==> config.mk <==
export PLATFORM = sky130hd
export DESIGN_NAME = seq_detector_prog
export DESIGN_NICKNAME = d
export VERILOG_FILES = /design/src/rtl/seq_detector_prog.sv
export SDC_FILE = /design/constraint.sdc
export NUM_CORES = 1
export LEC_CHECK = 0
export BUFFER_PORTS_ARGS = -buffer_cell sky130_fd_sc_hd__buf_2
export CAP_MARGIN = 30
export CORE_ASPECT_RATIO = 1.2
export CORE_MARGIN = 2
export CORE_UTILIZATION = 40
export CTS_BUF_LIST = sky130_fd_sc_hd__clkbuf_8
export DETAILED_ROUTE_END_ITERATION = 16
export PLACE_DENSITY_LB_ADDON = 0.25
export SLEW_MARGIN = 20
export SYNTH_ARGS = -nofsm -noshare
export SYNTH_HDL_FRONTEND = slang
export SYNTH_SLANG_ARGS = --single-unit
==> constraint.sdc <==
create_clock -name clk -period 4.15 [get_ports clk]
set_clock_uncertainty 0.15 [all_clocks]
set_input_delay 0.2075 -clock clk [delete_from_list [all_inputs] [get_ports clk]]
set_output_delay 0.2075 -clock clk [all_outputs]
set_load 0.01 [all_outputs]
==> src/rtl/seq_detector_prog.sv <==
// Run-time programmable serial pattern detector: qualified bit stream in,
// registered match pulse and saturating match counter out.
module seq_detector_prog #(
  parameter int unsigned MAX_LEN = 8,
  parameter int unsigned CNT_W   = 16,
  parameter int unsigned LEN_W   = $clog2(MAX_LEN + 1)
) (
  input  logic               clk,
  input  logic               rst,
  input  logic               in_valid,
  input  logic               in_bit,
  input  logic               cfg_load,
  input  logic [MAX_LEN-1:0] cfg_pattern,
  input  logic [LEN_W-1:0]   cfg_len,
  input  logic               cfg_overlap,
  input  logic               clr_count,
  output logic               detected,
  output logic [CNT_W-1:0]   match_count,
  output logic               cfg_err
);

  logic [MAX_LEN-1:0] pat_q, pat_d;
  logic [LEN_W-1:0]   len_q, len_d;
  logic               ovl_q, ovl_d;
  logic [MAX_LEN-1:0] hist_q, hist_d;
  logic [LEN_W-1:0]   fill_q, fill_d;
  logic               detected_q, detected_d;
  logic [CNT_W-1:0]   count_q, count_d;
  logic               err_q, err_d;

  logic [MAX_LEN-1:0] len_mask;
  logic [MAX_LEN-1:0] hist_shift;
  logic [LEN_W-1:0]   fill_inc;
  logic               match;

  // Only the low len_q bits of history and pattern take part in the compare.
  always_comb begin
    len_mask = '0;
    for (int unsigned i = 0; i < MAX_LEN; i++) begin
      len_mask[i] = (i < 32'(len_q));
    end
  end

  always_comb begin
    hist_shift = {hist_q[MAX_LEN-2:0], in_bit};
    fill_inc   = (fill_q >= LEN_W'(MAX_LEN)) ? fill_q : fill_q + LEN_W'(1);
    match      = in_valid && !cfg_load && !err_q && (fill_inc >= len_q) &&
                 (((hist_shift ^ pat_q) & len_mask) == '0);
  end

  always_comb begin
    pat_d      = pat_q;
    len_d      = len_q;
    ovl_d      = ovl_q;
    hist_d     = hist_q;
    fill_d     = fill_q;
    err_d      = err_q;
    detected_d = match;
    count_d    = count_q;

    if (cfg_load) begin
      pat_d  = cfg_pattern;
      len_d  = cfg_len;
      ovl_d  = cfg_overlap;
      hist_d = '0;
      fill_d = '0;
      err_d  = (cfg_len < LEN_W'(2)) || (cfg_len > LEN_W'(MAX_LEN));
    end else if (in_valid) begin
      hist_d = hist_shift;
      fill_d = (match && !ovl_q) ? '0 : fill_inc;
    end

    if (clr_count) begin
      count_d = '0;
    end else if (match && (count_q != '1)) begin
      count_d = count_q + CNT_W'(1);
    end
  end

  always_ff @(posedge clk or posedge rst) begin
    if (rst) begin
      pat_q      <= '0;
      len_q      <= LEN_W'(MAX_LEN);
      ovl_q      <= 1'b1;
      hist_q     <= '0;
      fill_q     <= '0;
      detected_q <= 1'b0;
      count_q    <= '0;
      err_q      <= 1'b0;
    end else begin
      pat_q      <= pat_d;
      len_q      <= len_d;
      ovl_q      <= ovl_d;
      hist_q     <= hist_d;
      fill_q     <= fill_d;
      detected_q <= detected_d;
      count_q    <= count_d;
      err_q      <= err_d;
    end
  end

  assign detected    = detected_q;
  assign match_count = count_q;
  assign cfg_err     = err_q;

endmodule

==> metrics.txt, run 1 <==
Post-Synth XOR/XNOR Area=0.0433; Hold Slack=0.0164 ns; final hold vios=0; Fill cells=494; grt total ovfl=0; Mapped Avg Cell Area=10.1 um2; CTS Hold Bufs=13; H-Tree Depth=2; post-cts resize count=0; PD cells=297 nW/um2; Iter 0 DRT Violations=112; routed vias=1793; Setup Fix Bufs, Post-CTS=0; Synth Area in Compound Gates=0.138; Slew headroom=0.627; ANT nets after route=0; commonest non-fill, non-tap cell in the layout=dfrtp_1; Finish-stage setup viols=0; Min Clock Period, post-route=3.49 ns; final setup TNS=0 ns; slew of the pin with the lowest slew margin=0.558 ns; drt drc=0; Core ar.=5330 um2; CTS tree=done; Tot GR Track Use=0.156; most frequent cells in the layout=40 x dfrtp_1, 36 x buf_2, 16 x a21oi_1; share of cells above drive strength 1=0.236; antenna violations before repair=0; mux cell area share after synthesis=0.0917; clk slew on worst S/H paths=0.08 ns; crit path DAT=3.55 ns; drt via density=5.45; root cell of the clock tree=clkbuf_8; sequential share of the synthesized area=0.474; Site Rows=29; Synth Cell Area=2220 um2; routability cong.=0.811; critical path startpoint category=register; Num Clock Sinks=42; Post-Synth Simple-Gate Area=0.169; Main synth FF type=dfrtp_1; Skew-Pair Late Insertion Delay=0.29 ns; Synth Area in Adders=0.0394; I/O Pins=37; crit path kind=reg2reg; Hold/Removal Path Class=in2reg; pre-CTS WS=0.709 ns; hpwl dp=3050 um; Critical Path RT=4.21 ns; fin worst setup slack=0.662 ns; layout net count=293; global-route wire length before repair=7720 um; peak ir drop on the vdd network=0.236 mV; Die H=85.7 um; yosys warns=0; maximum clock rate=287 MHz; Slew Viols, Final=0; ant diodes=0; number of synthesized flops with an enable pin=0; TritonCTS Buffers=5; leakage power=1.20 nW; Max-Cap Viols=0; Async SR Flop Fraction=1.00; syn nets=246; vias in the first global route=1697; part of the cycle the worst path needs=0.840; main combinational cell family by area after synthesis=simple AND/OR/NAND/NOR gates; largest net degree at the start of global routing=43; PortBufs=36; Synth-to-Final Area Change=18.9%; Finished Layout Cells=329; clock buffer depth=2; Die W=72.1 um; drt wl/cell=13.5 um; number of synthesized register bits=42; drt pass-1 iters=4; RSZ-0062 raised after global routing=false; Worst Path Max Fanout=26; DRT Wirelength=4440 um; starting density of the core=0.417; Inst Count DP=309; Critical Path Sink Type=register; Synth cell types=39; Die ar.=6180 um2; outcome=complete, no violations; synthesized instance count=220
==> sequential cells by signal, summed over array words and instances (netlist names) <==
signal / cells
cfg_err: 1
detected: 1
len_q: 4
match_count: 16
hist_q: 7
pat_q: 8
ovl_q: 1
fill_q: 4
==> cells by family after synthesis <==
group,Yosys count
muxes,19
DFF,42
AOI/OAI and AO/OA,50
xor gates and xnor gates,11
adders and majority gates,7
buffers and inverters,22
and+or+nand+nor,69
==> Yosys cell counts (2+ instances only) <==
library cell	instances	area [um2]
dfrtp_1	40	1000
a21oi_1	16	80.1
o21ai_0	15	75.1
nand2_1	14	52.6
nor2_1	14	52.6
inv_1	12	45.0
mux2_2	11	124
mux2i_1	8	80.1
or3_1	8	50.1
ha_1	7	87.6
or4_1	7	52.6
xnor2_1	7	61.3
o31ai_1	6	45.0
nand3_1	5	25.0
clkbuf_1	4	15.0
nand2b_1	4	25.0
nand4_1	4	25.0
o32ai_1	4	35.0
xor2_1	4	35.0
buf_1	3	11.3
nor3_1	3	15.0
o22ai_1	3	18.8
buf_6	2	22.5
dfstp_2	2	52.6
nor3b_1	2	15.0
or2_2	2	12.5
==> final timing paths <==
check	from	endpoint	slack, ns	cells past startpoint
setup / recovery	fill_q[0]$_DFFE_PP0P_	match_count[7]$_DFFE_PP0P_	0.66	9
hold / removal	cfg_len[0]	len_q[0]$_DFFE_PP0P_	0.02	2
setup reg to reg	fill_q[0]$_DFFE_PP0P_	match_count[7]$_DFFE_PP0P_	0.66	9
hold reg to reg	pat_q[3]$_DFFE_PP0P_	pat_q[3]$_DFFE_PP0P_	0.39	1
max in group asynchronous	rst	len_q[3]$_DFFE_PP1P_	3.04	4
min in group asynchronous	rst	match_count[13]$_DFFE_PP0P_	0.44	4
==> stage by stage <==
step / util / area (um2) / power [mW]
floorplan: - / 2220 / 0.515
global placement: 0.457 / 2440 / 0.539
detailed placement: 0.457 / 2440 / 0.541
CTS: 0.496 / 2650 / 0.799
global route: 0.496 / 2650 / 0.831
finish: 0.496 / 2650 / 0.787
==> final cells by class <==
| cell class | instances | area (um2) | share of cell area |
|---|---|---|---|
| Clock buffer | 5 | 68.8 | 0.0260 |
| Clock inverter | 2 | 10.0 | 0.00378 |
| Inverter | 12 | 45.0 | 0.0170 |
| Multi-Input combinational cell | 156 | 1070 | 0.405 |
| Sequential cell | 42 | 1050 | 0.398 |
| Tap cell | 62 | 77.6 | 0.0293 |
| Timing Repair Buffer | 50 | 318 | 0.120 |
==> worst max-delay path, cell delays in order, from the launching register on <==
cell and delay [ns]:
dfrtp_1 0.44, inv_1 0.08, ha_1 0.28, mux2_2 0.28
ha_1 0.27, o21ai_0 0.07, a222oi_1 0.47, nand4_2 0.53
or4_1 0.66, a21oi_1 0.17
==> per-layer routing <==
metal,global-route usage,up-vias,part of all wire
met5,0,-,0
met4,0.0583,0,0.016
met2,0.255,46,0.48
met1,0.200,853,0.46
li1,-,887,-
met3,0.0353,7,0.044
==> power breakdown <==
| group | switching [mW] | internal, mW | leakage [nW] | total (mW) |
|---|---|---|---|---|
| logic | 0.0464 | 0.0489 | 0.602 | 0.0954 |
| clock network | 0.134 | 0.113 | 0.0438 | 0.247 |
| registers | 0.0178 | 0.427 | 0.551 | 0.445 |
| total | 0.198 | 0.589 | 1.20 | 0.787 |
No activity file was read; power rests on OpenSTA's default activity.
==> run 2, diff against run 1 <==
Clock period 4.15 ns to 3.3 ns, I/O delays scaled along.
==> run 2 against run 1 <==
Net effect:
- first-iteration DRC count is 43% lower
- sequential share of layout area shrank 1.3 points
- worst setup slack got worse by 0.44 ns
- non-clock buffer count rose by 7
- critical path depth increased by 2
- combinational power rose by 39%
==> metrics.txt, run 2 (same netlist as run 1, synthesis figures left out) <==
outcome=complete, no violations (unchanged); PortBufs=36 (unchanged); final setup TNS=0 ns (unchanged); share of cells above drive strength 1=0.255 (was 0.236); Finished Layout Cells=337 (was 329); vias in the first global route=1715 (was 1697); part of the cycle the worst path needs=0.933 (was 0.840); DP Area=2470 um2 (was 2440 um2); starting density of the core=0.417 (unchanged); Finish-stage setup viols=0 (unchanged); reg2reg setup slack=0.22 ns (was 0.66 ns); maximum clock rate=325 MHz (was 287 MHz); crit path DAT=3.15 ns (was 3.55 ns); Die H=85.7 um (unchanged); fin worst setup slack=0.221 ns (was 0.662 ns); most frequent cells in the layout=40 x dfrtp_1, 36 x buf_2, 16 x a21oi_1 (unchanged); drt pass-1 iters=4 (unchanged); final hold vios=0 (unchanged); Num Clock Sinks=42 (unchanged); Core ar.=5330 um2 (unchanged); Die W=72.1 um (unchanged); leakage power=1.24 nW (was 1.20 nW); Skew-Pair Late Insertion Delay=0.29 ns (about the same); Tot GR Track Use=0.157 (was 0.156); crit path launch=fill_q[1]$_DFFE_PP0P_ (was fill_q[0]$_DFFE_PP0P_); ANT nets after route=0 (unchanged); drt via density=5.35 (was 5.45); layout net count=300 (was 293); I/O Pins=37 (unchanged); grt total ovfl=0 (unchanged); max reg flops=16 (unchanged); TritonCTS Buffers=5 (unchanged); RR Startpoint=fill_q[1]$_DFFE_PP0P_ (was fill_q[0]$_DFFE_PP0P_); routed vias=1803 (was 1793); clock buffer depth=2 (unchanged); Die ar.=6180 um2 (unchanged); PD cells=378 nW/um2 (was 297 nW/um2); routability cong.=0.803 (was 0.811); Worst Path Max Fanout=8 (was 26); peak ir drop on the vdd network=0.340 mV (was 0.236 mV); Critical Path RT=3.37 ns (was 4.21 ns); Hold/Removal Path Class=in2reg (unchanged); ant diodes=0 (unchanged); Min Clock Period, post-route=3.08 ns (was 3.49 ns); Inst Count DP=313 (was 309); commonest non-fill, non-tap cell in the layout=dfrtp_1 (unchanged); largest net degree at the start of global routing=32 (was 43); global-route wire length before repair=7730 um (was 7720 um); Iter 0 DRT Violations=64 (was 112); Max-Cap Viols=0 (unchanged); CTS tree=done (unchanged); crit path kind=reg2reg (unchanged); Critical Path End=match_count[12]$_DFFE_PP0P_ (was match_count[7]$_DFFE_PP0P_); drt drc=0 (unchanged); Slew headroom=0.723 (was 0.627); DRT Wirelength=4570 um (was 4440 um); Finished Cell Area=2740 um2 (was 2650 um2); Critical Path Sink Type=register (unchanged); pre-CTS WS=0.220 ns (was 0.709 ns); Site Rows=29 (unchanged); R2R cell count=11 (was 9); antenna violations before repair=0 (unchanged); root cell of the clock tree=clkbuf_8 (unchanged); H-Tree Depth=2 (unchanged); r2r endpoint=match_count[12]$_DFFE_PP0P_ (was match_count[7]$_DFFE_PP0P_); hpwl dp=3230 um (was 3050 um); Slew Viols, Final=0 (unchanged); Synth-to-Final Area Change=23.0% (was 18.9%); slew of the pin with the lowest slew margin=0.415 ns (was 0.558 ns); critical path startpoint category=register (unchanged); drt wl/cell=13.6 um (was 13.5 um); clk slew on worst S/H paths=0.08 ns (about the same)
==> run 2: repair_timing <==
action                     in CTS  in global routing
hold buffers                   14                  0
setup endpoints to repair       0                  2
hold endpoints to repair       35                  0
setup buffers                   0                  1
resized for setup               0                  0
==> run 2: routing by layer <==
metal,routed length (um),track usage,up-vias,part of all wire
met5,0,0,-,0
met1,2020,0.185,865,0.44
met3,173,0.0388,2,0.038
met4,23,0.0446,0,0.0050
li1,-,-,899,-
met2,2360,0.280,37,0.52
==> run 2: layout make-up <==
class                   count  area (um2)
clock inverters             2        12.5
clock buffers               6        82.6
flip-flops and latches     42        1050
repair buffers             57         393
well taps                  62        77.6
fillers                   496        2600
multi-input cells         156        1070
inverters                  12        45.0
==> run 2: report_power, final <==
group | total [mW] | switching [mW] | internal, mW
clock | 0.344 | 0.176 | 0.168
combinational | 0.133 | 0.0625 | 0.0701
sequential | 0.558 | 0.0214 | 0.537
==> run 2: critical path, cell delays in order, from the launching register on <==
cell	delay, ns
dfrtp_1	0.40
inv_1	0.08
ha_1	0.27
mux2_2	0.28
ha_1	0.27
o21ai_0	0.07
a222oi_1	0.33
buf_4	0.18
nand4_2	0.18
buf_4	0.22
or4_1	0.46
a21oi_1	0.14
==> run 2: how the worst min path moves through the flow <==
stage | start | end | slack, ns | cells past startpoint
global route | in_bit | hist_q[0]$_DFFE_PP0P_ | 0.007 | 3
detailed placement | cfg_pattern[3] | pat_q[3]$_DFFE_PP0P_ | 0.25 | 2
CTS | in_bit | hist_q[0]$_DFFE_PP0P_ | 0.001 | 3
floorplan | cfg_len[3] | len_q[3]$_DFFE_PP1P_ | 0.13 | 2
finish | in_bit | hist_q[0]$_DFFE_PP0P_ | 0.0005 | 3
global placement | cfg_pattern[2] | pat_q[2]$_DFFE_PP0P_ | 0.25 | 2
==> run 2: stage by stage <==
| stage | utilization | hold slack, ns | power (mW) |
|---|---|---|---|
| final | 0.513 | 0.000452 | 1.04 |
| after global routing | 0.513 | 0.00669 | 1.09 |
| after CTS | 0.506 | 0.000958 | 1.04 |
| after detailed placement | 0.462 | 0.250 | 0.684 |
| after global placement | 0.462 | 0.247 | 0.681 |
| after floorplan | - | 0.129 | 0.647 |
==> run 3, diff against run 2 <==
Settings changed: CORE_UTILIZATION 40 to 35.
==> run 3 against run 2 <==
Net effect:
- register-to-register slack better by 0.04 ns
- largest cell class unchanged
- hold slack improved by 0.091 ns
- critical path type unchanged
- first-iteration DRC count decreased by 25%
- global-route usage down 1.6 points
- non-clock buffer count down 3
- critical path depth decreased by 1
- power is 1.2% lower
- routed wire length is 0.28% lower
- via count shrank 1.3%
==> metrics.txt, run 3 (same netlist as run 1, synthesis figures left out) <==
Hold Crit Depth=2 (was 3); post-cts resize count=0 (unchanged); routed vias=1780 (was 1803); register area=1050 um2 (unchanged); commonest non-fill, non-tap cell in the layout=dfrtp_1 (unchanged); PortBufs=36 (unchanged); Max-Cap Viols=0 (unchanged); Die W=76.8 um (was 72.1 um); ant diodes=0 (unchanged); share of cells above drive strength 1=0.239 (was 0.255); clock buffer depth=2 (unchanged); final hold vios=0 (unchanged); Iter 0 DRT Violations=48 (was 64); part of the cycle the worst path needs=0.921 (was 0.933); slew of the pin with the lowest slew margin=0.568 ns (was 0.415 ns); Die ar.=7010 um2 (was 6180 um2); drt wl/cell=12.9 um (was 13.6 um); clk slew on worst S/H paths=0.08 ns (about the same); crit path kind=reg2reg (unchanged); Fill cells=614 (was 496); fin worst setup slack=0.260 ns (was 0.221 ns); Critical Path RT=3.36 ns (was 3.37 ns); CTS Hold Bufs=15 (was 14); area occupied by multi-input gates=1070 um2 (unchanged); Finish-stage setup viols=0 (unchanged); Pwr Total=1.02 mW (was 1.04 mW); PD cells=376 nW/um2 (was 378 nW/um2); TritonCTS Buffers=5 (unchanged); outcome=complete, no violations (unchanged); pre-CTS WS=0.264 ns (was 0.220 ns); hpwl dp=3070 um (was 3230 um); DP Area=2480 um2 (was 2470 um2); DRT Wirelength=4560 um (was 4570 um); routability cong.=0.789 (was 0.803); final setup TNS=0 ns (unchanged); Skew-Pair Late Insertion Delay=0.29 ns (about the same); Die H=91.3 um (was 85.7 um); antenna violations before repair=0 (unchanged); Tot GR Track Use=0.141 (was 0.157); Critical Path Sink Type=register (unchanged); Core ar.=6090 um2 (was 5330 um2); most frequent cells in the layout=40 x dfrtp_1, 36 x buf_2, 16 x a21oi_1 (unchanged); Slew headroom=0.621 (was 0.723); CTS tree=done (unchanged); Finished Cell Area=2720 um2 (was 2740 um2); layout net count=297 (was 300); grt total ovfl=0 (unchanged); Synth-to-Final Area Change=22.2% (was 23.0%); RSZ-0062 raised after global routing=false; root cell of the clock tree=clkbuf_8 (unchanged); I/O Pins=37 (unchanged); global-route wire length before repair=8060 um (was 7730 um); critical path startpoint category=register (unchanged); starting density of the core=0.365 (was 0.417); r2r endpoint=match_count[9]$_DFFE_PP0P_ (was match_count[12]$_DFFE_PP0P_); Num Clock Sinks=42 (unchanged); ANT nets after route=0 (unchanged); Hold/Removal Path Class=in2reg (unchanged); reg2reg setup slack=0.26 ns (was 0.22 ns); RR Startpoint=fill_q[1]$_DFFE_PP0P_ (unchanged); drt via density=5.03 (was 5.35); largest net degree at the start of global routing=43 (was 32); Site Rows=31 (was 29); leakage power=1.22 nW (was 1.24 nW); R2R cell count=10 (was 11); Hold Path Sink=match_count[0]$_DFFE_PP0P_ (was hist_q[0]$_DFFE_PP0P_); Setup Fix Bufs, Post-CTS=0 (unchanged); H-Tree Depth=2 (unchanged); crit path DAT=3.10 ns (was 3.15 ns); Min Clock Period, post-route=3.04 ns (was 3.08 ns); drt pass-1 iters=4 (unchanged); Slew Viols, Final=0 (unchanged); vias in the first global route=1697 (was 1715); fin util=0.446 (was 0.513); Worst Path Max Fanout=26 (was 8); max reg flops=16 (unchanged); drt drc=0 (unchanged); HP Start=clr_count (was in_bit); peak ir drop on the vdd network=0.232 mV (was 0.340 mV); maximum clock rate=329 MHz (was 325 MHz)
## run 3: cell types whose count changed in the layout (fill, tap and decap cells not counted), sizes merged
cell         previous run  this run
clkinvlp                1         0
dlygate4sd3            14        15
inv                    11        13
buf                    43        39
clkinv                  2         1
## run 3: where the power goes
part           switching (mW)  internal (mW)
clock network           0.172          0.166
registers              0.0214          0.537
logic                  0.0617         0.0649
total                   0.255          0.768
## run 3: worst max path at each step
stage,to,slack (ns),start,cells past startpoint
final,match_count[9]$_DFFE_PP0P_,0.26,fill_q[1]$_DFFE_PP0P_,10
after global routing,match_count[9]$_DFFE_PP0P_,0.11,fill_q[1]$_DFFE_PP0P_,10
after CTS,match_count[9]$_DFFE_PP0P_,0.25,fill_q[1]$_DFFE_PP0P_,10
after detailed placement,match_count[9]$_DFFE_PP0P_,0.26,fill_q[1]$_DFFE_PP0P_,10
after global placement,match_count[9]$_DFFE_PP0P_,0.38,fill_q[1]$_DFFE_PP0P_,10
after floorplan,match_count[9]$_DFFE_PP0P_,0.48,fill_q[0]$_DFFE_PP0P_,9
## run 3: per-stage QoR
stage          instances  hold slack, ns
2_1_floorplan        220           0.129
3_3_place_gp         331           0.191
5_1_grt              354          0.0976
4_1_cts              354          0.0868
3_5_place_dp         331           0.187
6_report             354          0.0918
## run 3: layout make-up
class	instances	share of cell area
timing repair buffer	54	0.130
inverter	12	0.0166
tap	82	0.0378
clock buffer	6	0.0304
multi-input combinational	156	0.395
clock inverter	2	0.00322
sequential	42	0.388
## run 3: layer usage
| metal | share of wire | vias to the layer above | global-route usage |
|---|---|---|---|
| met3 | 0.042 | 2 | 0.0358 |
| met2 | 0.48 | 35 | 0.238 |
| li1 | - | 891 | - |
| met1 | 0.47 | 852 | 0.179 |
| met5 | 0 | - | 0 |
| met4 | 0.0059 | 0 | 0.0364 |
## run 3: critical path, cell delays in order (launching register included)
cell and delay, ns:
dfrtp_1 0.40, inv_1 0.07, ha_1 0.27, mux2_2 0.27, ha_1 0.27, o21ai_0 0.07
a222oi_1 0.43, nand4_2 0.14, buf_4 0.22, or4_1 0.51, a21oi_1 0.15
